===== config.mk =====
export PLATFORM = sky130hd
export DESIGN_NAME = mux4_tdm_rr
export DESIGN_NICKNAME = d
export VERILOG_FILES = /design/src/rtl/mux4_tdm_rr.sv
export SDC_FILE = /design/constraint.sdc
export NUM_CORES = 1
export LEC_CHECK = 0
export CORE_ASPECT_RATIO = 0.7
export CORE_MARGIN = 2
export CORE_UTILIZATION = 39
export DETAILED_ROUTE_END_ITERATION = 8
export HOLD_SLACK_MARGIN = 0.06
export PLACE_DENSITY = 0.85
export SKIP_LAST_GASP = 1
export SLEW_MARGIN = 10
export SYNTH_ARGS = -nofsm -noshare
export SYNTH_HDL_FRONTEND = slang
export SYNTH_SLANG_ARGS = --single-unit
export TNS_END_PERCENT = 20

===== constraint.sdc =====
create_clock -name clk -period 7.4 [get_ports clk]
set_clock_uncertainty 0.1 [all_clocks]
set_input_delay 1.11 -clock clk [delete_from_list [all_inputs] [get_ports clk]]
set_output_delay 1.11 -clock clk [all_outputs]
set_load 0.01 [all_outputs]

===== src/rtl/mux4_tdm_rr.sv =====
// ============================================================================
// Module   : mux4_tdm_rr
// Brief    : 4:1 valid/ready gatherer with round-robin arbitration and a
//            registered select+data output for a downstream 1:4 demux.
//            Define MUX4_FIXED_PRIO_EN for fixed priority (ch0 highest).
// Revision : 1.0  initial release
// ============================================================================
`default_nettype none

module mux4_tdm_rr #(
   parameter int DATA_W = 8
) (
   input  logic              clk,
   input  logic              rst,
   input  logic [3:0]        in_valid,
   input  logic [DATA_W-1:0] in_data0,
   input  logic [DATA_W-1:0] in_data1,
   input  logic [DATA_W-1:0] in_data2,
   input  logic [DATA_W-1:0] in_data3,
   output logic [3:0]        in_ready,
   output logic [DATA_W-1:0] a,
   output logic [1:0]        s,
   output logic              out_valid,
   input  logic              out_ready
);

   typedef enum logic [0:0] {
      EMPTY = 1'b0,
      FULL  = 1'b1
   } state_t;

   state_t            state_q, state_d;
   logic [DATA_W-1:0] a_q, a_d;
   logic [1:0]        s_q, s_d;
   logic [1:0]        rr_ptr;
   logic              load_en;
   logic              found;
   logic [1:0]        win;
   logic              grant;

`ifdef MUX4_FIXED_PRIO_EN
   assign rr_ptr = 2'b00;
`else
   logic [1:0] rr_ptr_q, rr_ptr_d;
   assign rr_ptr = rr_ptr_q;
`endif

   // Scan starts at rr_ptr; the first valid channel in rotated order wins.
   always_comb begin
      found = 1'b0;
      win   = 2'b00;
      for (int k = 0; k < 4; k++) begin
         logic [1:0] idx;
         idx = rr_ptr + k[1:0];
         if (!found && in_valid[idx]) begin
            found = 1'b1;
            win   = idx;
         end
      end
   end

   assign load_en = (state_q == EMPTY) | ((state_q == FULL) & out_ready);
   assign grant   = found & load_en & ~rst;

   always_comb begin
      in_ready = 4'b0000;
      state_d  = state_q;
      a_d      = a_q;
      s_d      = s_q;
`ifndef MUX4_FIXED_PRIO_EN
      rr_ptr_d = rr_ptr_q;
`endif
      if (grant) begin
         in_ready[win] = 1'b1;
         state_d       = FULL;
         s_d           = win;
`ifndef MUX4_FIXED_PRIO_EN
         rr_ptr_d      = win + 2'd1;
`endif
         case (win)
            2'd0:    a_d = in_data0;
            2'd1:    a_d = in_data1;
            2'd2:    a_d = in_data2;
            default: a_d = in_data3;
         endcase
      end else if ((state_q == FULL) && out_ready) begin
         state_d = EMPTY;
      end
   end

   always_ff @(posedge clk) begin
      if (rst) begin
         state_q  <= EMPTY;
         a_q      <= '0;
         s_q      <= 2'b00;
`ifndef MUX4_FIXED_PRIO_EN
         rr_ptr_q <= 2'b00;
`endif
      end else begin
         state_q  <= state_d;
         a_q      <= a_d;
         s_q      <= s_d;
`ifndef MUX4_FIXED_PRIO_EN
         rr_ptr_q <= rr_ptr_d;
`endif
      end
   end

   assign a         = a_q;
   assign s         = s_q;
   assign out_valid = (state_q == FULL);

endmodule

`default_nettype wire


---- After elaboration in Yosys (flattened, before gate mapping) ----
Cells that the tools add are included.
word-level totals
  logic and storage cells ................. 54
  input port bits ......................... 39
  output and inout port bits .............. 15
  register bits after elaboration ......... 13
operators by class
  reductions and logical operators ........ 10
  magnitude comparators ................... 6
  multiplexer cells ....................... 22
  equality and inequality tests ........... 2
  add/subtract/negate cells ............... 4
  bitwise logic cells ..................... 6
operators with widths
  kind                                                                    count
  8-bit one-hot mux with 3 select lines                                   1
  2-bit by 3-bit < comparator with 1-bit output (second input constant)   5
  1-bit two-way mux                                                       11
  1-bit binary-select mux with 2-bit select                               4
  2-bit two-way mux                                                       4
  1-bit logical AND                                                       5
  2-bit by 1-bit adder with 2-bit output (second input constant)          2
  2-bit adder (second input constant)                                     2
  4-bit two-way mux                                                       1
  1-bit AND                                                               3
  1-bit logical NOT                                                       3
  1-bit demux with 2-bit select                                           1
  2-bit by 1-bit == test with 1-bit output (second input constant)        1
  2-bit == test (second input constant)                                   1
  2-bit by 1-bit >= comparator with 1-bit output (second input constant)  1
  2-bit logical NOT                                                       1
  1-bit NOT                                                               2
  2-bit nonzero test                                                      1
  1-bit bitwise OR                                                        1

---- Longest topological paths before layout ----
  word-level depth ........................ 17
  depth in mapped cells ................... 10
  gate-level depth less buffers ........... 9

---- Worst setup path before layout ----
OpenSTA, ideal clock, no wires.
  path type ............................... input to output
  start point ............................. input port in_valid[2]
  end point ............................... output port in_ready[1]
  buffers on the path ..................... 1
  data arrival time ....................... 2.430 ns
  setup slack ............................. 3.760 ns
  stages on the path ...................... 6
  path through ............................ mux2i_1 -> nor2_1 -> nor4_1 -> ha_1 -> clkbuf_1 -> and2_1
between the ends
  longest elaborated chain between the ends .. 17
  elaborated cells on any way between the ends .. 30
ends and longest elaborated chain
  what                                                                                                                                          line  source
  start: declaration                                                                                                                            15    input logic [3:0] in_valid,
  1-bit binary-select mux with 2-bit select                                                                                                     55    if (!found && in_valid[idx]) begin
  1-bit two-way mux (implied by the code)                                                                                                       55
  1-bit two-way mux                                                                                                                             55
  1-bit logical NOT                                                                                                                             55
  1-bit logical AND                                                                                                                             55
  1-bit two-way mux                                                                                                                             55
  1-bit logical NOT                                                                                                                             55
  1-bit logical AND                                                                                                                             55
  [2 not listed]                                                                                                                                -
  1-bit logical AND                                                                                                                             55
  2-bit two-way mux (*)                                                                                                                         55
  via win[0]                                                                                                                                    38    logic [1:0] win;
  2-bit by 3-bit < comparator with 1-bit output (implied by the code) / 2-bit by 1-bit >= comparator with 1-bit output (equally long branches)  74    in_ready[win] = 1'b1;
  1-bit logical AND (implied by the code)                                                                                                       74
  1-bit two-way mux (implied by the code)                                                                                                       74
  1-bit demux with 2-bit select (*)                                                                                                             74
  4-bit two-way mux (*)                                                                                                                         73    if (grant) begin
  end: declaration                                                                                                                              20    output logic [3:0] in_ready,
Mark *: on every way through the listed nets, which the timed path passes. The rest lies on a longest branch. The select of a mux whose other input is x is not followed.

---- Worst setup path after layout ----
  start point ............................. input port in_valid[1]
  end point ............................... output port in_ready[1]
Same word-level chain as after synthesis.

==> run_results.csv <==
group,metric,value,unit
run_status,status,"finished clean",
power,ir_worst_vdd,0.128,mV
job,maxCapViolations,0,
sta,finalHoldViolCount,0,
setup_path,cpPeakStageDelay,0.60,ns
setup_path,rr_startpoint,"rr_ptr[1]",
setup_path,arrival,3.68,ns
placed_design,port_buffers,53,
sta,worst_slew_pin_slew,0.677,ns
placed_design,gp_congestion,0.881,
floorplanning,rows,14,
final_layout,areaGrowthSynthToFinish,63.8,%
sta,drv_slew,0,
drt,vias_per_cell,5.75,
setup_path,endpoint_kind,"output port",
floorplanning,core-area,2100,um2
power,p_per_area,184,nW/um2
setup_path,start_kind,"input pin",
grt,grt_pass1_vias,961,
yosys,yosys.area.top_type_share,30.5,%
yosys,syn_area,853,um2
hold_path,holdCritPathClass,"register to register",
yosys,avgSynthCellArea,8.53,um2
clock_tree,root_buffer,"clkbuf_4",
grt,grt_max_degree,19,
floorplanning,start_util,40.6,%
drt,drtPass1Iterations,4,
sta,fin_tns_setup,0,ns
setup_path,reg2reg_depth,9,
drt,wl,2.74,mm
drt,drc,0,
yosys,synthTopCellsByArea,"dfxtp_1 30%, a222oi_1 9.4%, nand2_1 7.9%, ha_1 7.3%, a21oi_1 5.3%",
yosys,synth.distinct_cells,29,
clock_tree,clk_pin_slew_worst_paths,0.09,ns
final_layout,n_antenna_cell,0,
sta,fmaxAchievable,204,MHz
final_layout,drive_above_1_share,6.67,%
placed_design,dpl.hpwl,2.13,mm
yosys,syn_inst,100,
grt,grt_pass1_wl,4.11,mm
drt,drt-initial-drc-count,71,
yosys,synth_seq_area_share,30.5,%
power,p_leak,0.000530,uW
clock_tree,cts.sinks,13,
setup_path,crit_required,6.19,ns
clock_tree,cts_setup_buffers,0,
hold_path,min_from,"a[4]",
sta,relSlewSlack,54.8,%
setup_path,r2r_end,"a[7]",
clock_tree,tritoncts,"built",
setup_path,cpMostUsedCell,"clkdlybuf4s50_1",
floorplanning,io-pin-count,54,
yosys,synth_nets,144,
drt,wl_per_cell,15.8,um
drt,detail-route-antenna-nets,0,
final_layout,layout.nets,195,
sta,rsz0062_at_grt,"false",
setup_path,crit_chain,"clkdlybuf4s50_1 > nand2b_1 > a21oi_1 > nor4_1 > ha_1 > and2_1 > clkdlybuf4s50_1",
hold_path,whs_endpoint,"a[4]",
clock_tree,clock_path_buffers,2,
setup_path,r2r_slack,4.65,ns
grt,track_usage,21.8,%
setup_path,slowest_stage,"clkdlybuf4s50_1",
grt,grt.overflow.total,0,
clock_tree,cts_resized,0,
floorplanning,floorplan.die_area,2580,um2
floorplanning,die_w,59.9,um
sta,period_minus_slack,4.89,ns
clock_tree,htreeDepth,1,
grt,antenna_found_initial,0,
yosys,synth-seq-cells,13,
clock_tree,cts_inserted_buffers,3,
final_layout,post-route-util,66.5,%
clock_tree,clkLatencyLatePin,0.29,ns
yosys,ys_warn_count,0,
setup_path,worstPathMaxFanout,9,
drt,via_count,1001,
sta,final.period_utilization,66.1,%
sta,finalSetupViolCount,0,
clock_tree,cts_hold_buf,0,
floorplanning,die_y,43.1,um
hold_path,worstHoldPathCells,2,
setup_path,setup.worst_path.class,"input pin to output port",
yosys,synth_top_area_cell,"dfxtp_1",
==> stage by stage <==
stage,instance area (um2),hold WS (ns),power (uW),std cells,setup slack [ns]
finish,1400,0.364,257,174,2.51
global route,1400,0.382,271,174,2.33
CTS,1400,0.360,256,174,2.50
detailed placement,1370,0.348,212,170,2.50
global placement,1370,0.342,205,170,2.66
floorplan,853,0.381,156,100,3.76
==> placed cells by master, fill, tap and decap left out, types with 2 or more instances in the layout <==
cell             Yosys  final
inv_1                4      4
nor3b_1              2      2
clkbuf_4             0      3
nand2_1             18     18
o211ai_2             2      2
o211ai_1             6      6
clkdlybuf4s50_1      0     53
a222oi_1             8      8
dfxtp_1             13     13
nand2b_1             2      2
nor2_1               3      3
ha_1                 5      5
nor2b_1              2      2
a21oi_1              9      9
o21ai_0              2      2
a21oi_2              2      2
and2_1               4      4
==> cell usage after synthesis (all sizes together) <==
cell type	instances
ha	5
nor3b	2
or3	1
clkbuf	4
o22ai	1
a21oi	11
buf	3
inv	4
nor4	2
dfxtp	13
o211ai	8
o21ai	2
a222oi	8
nand3b	1
o21a	1
nor2	3
nand2b	2
and2	4
nor2b	2
a211oi	1
a21o	1
mux2i	1
nand2	18
nor3	2
==> power by group <==
part / switching [uW] / internal (uW)
Clock: 25.3 / 21.0
Combinational: 59.7 / 64.1
Sequential: 7.10 / 79.9
Total: 92.1 / 165
==> area by class of cell <==
class,count,area (um2)
multi-input combinational,76,536
tap,24,30.0
inverter,4,15.0
fill,187,704
timing repair buffer,53,531
clock buffer,4,26.3
sequential,13,260
==> flip-flops by register name, indices dropped and copies added (netlist names) <==
| signal | flops |
|---|---|
| rr_ptr | 2 |
| s | 2 |
| out_valid | 1 |
| a | 8 |
==> worst max-delay path by stage <==
| stage | depth (start not counted) | startpoint | to |
|---|---|---|---|
| after floorplan | 6 | in_valid[2] | in_ready[1] |
| after global placement | 7 | in_valid[1] | in_ready[1] |
| after detailed placement | 7 | in_valid[1] | in_ready[1] |
| after CTS | 7 | in_valid[1] | in_ready[1] |
| after global routing | 7 | in_valid[1] | in_ready[1] |
| final | 7 | in_valid[1] | in_ready[1] |
==> worst max-delay path, delay by kind of cell <==
family                     cells  cell delay [ns]
buffers and inverters          2             1.13
and+or+nand+nor                3             0.87
adders and majority gates      1             0.49
AOI/OAI and AO/OA              1             0.09
==> cell families after synthesis <==
kind of cell / synth area share (%)
compound gates: 30.1
simple gates: 24.2
fa+ha+maj: 7.33
flops: 30.5
buf+inv: 6.74
mux: 1.17
==> routing by layer <==
layer,up-vias,global-route usage [%],routed length (um)
met4,0,10.2,53
met2,54,37.4,1350
li1,473,-,-
met3,6,4.27,234
met1,468,25.6,1110
met5,-,0,0
(Power assumes the default switching activity.)
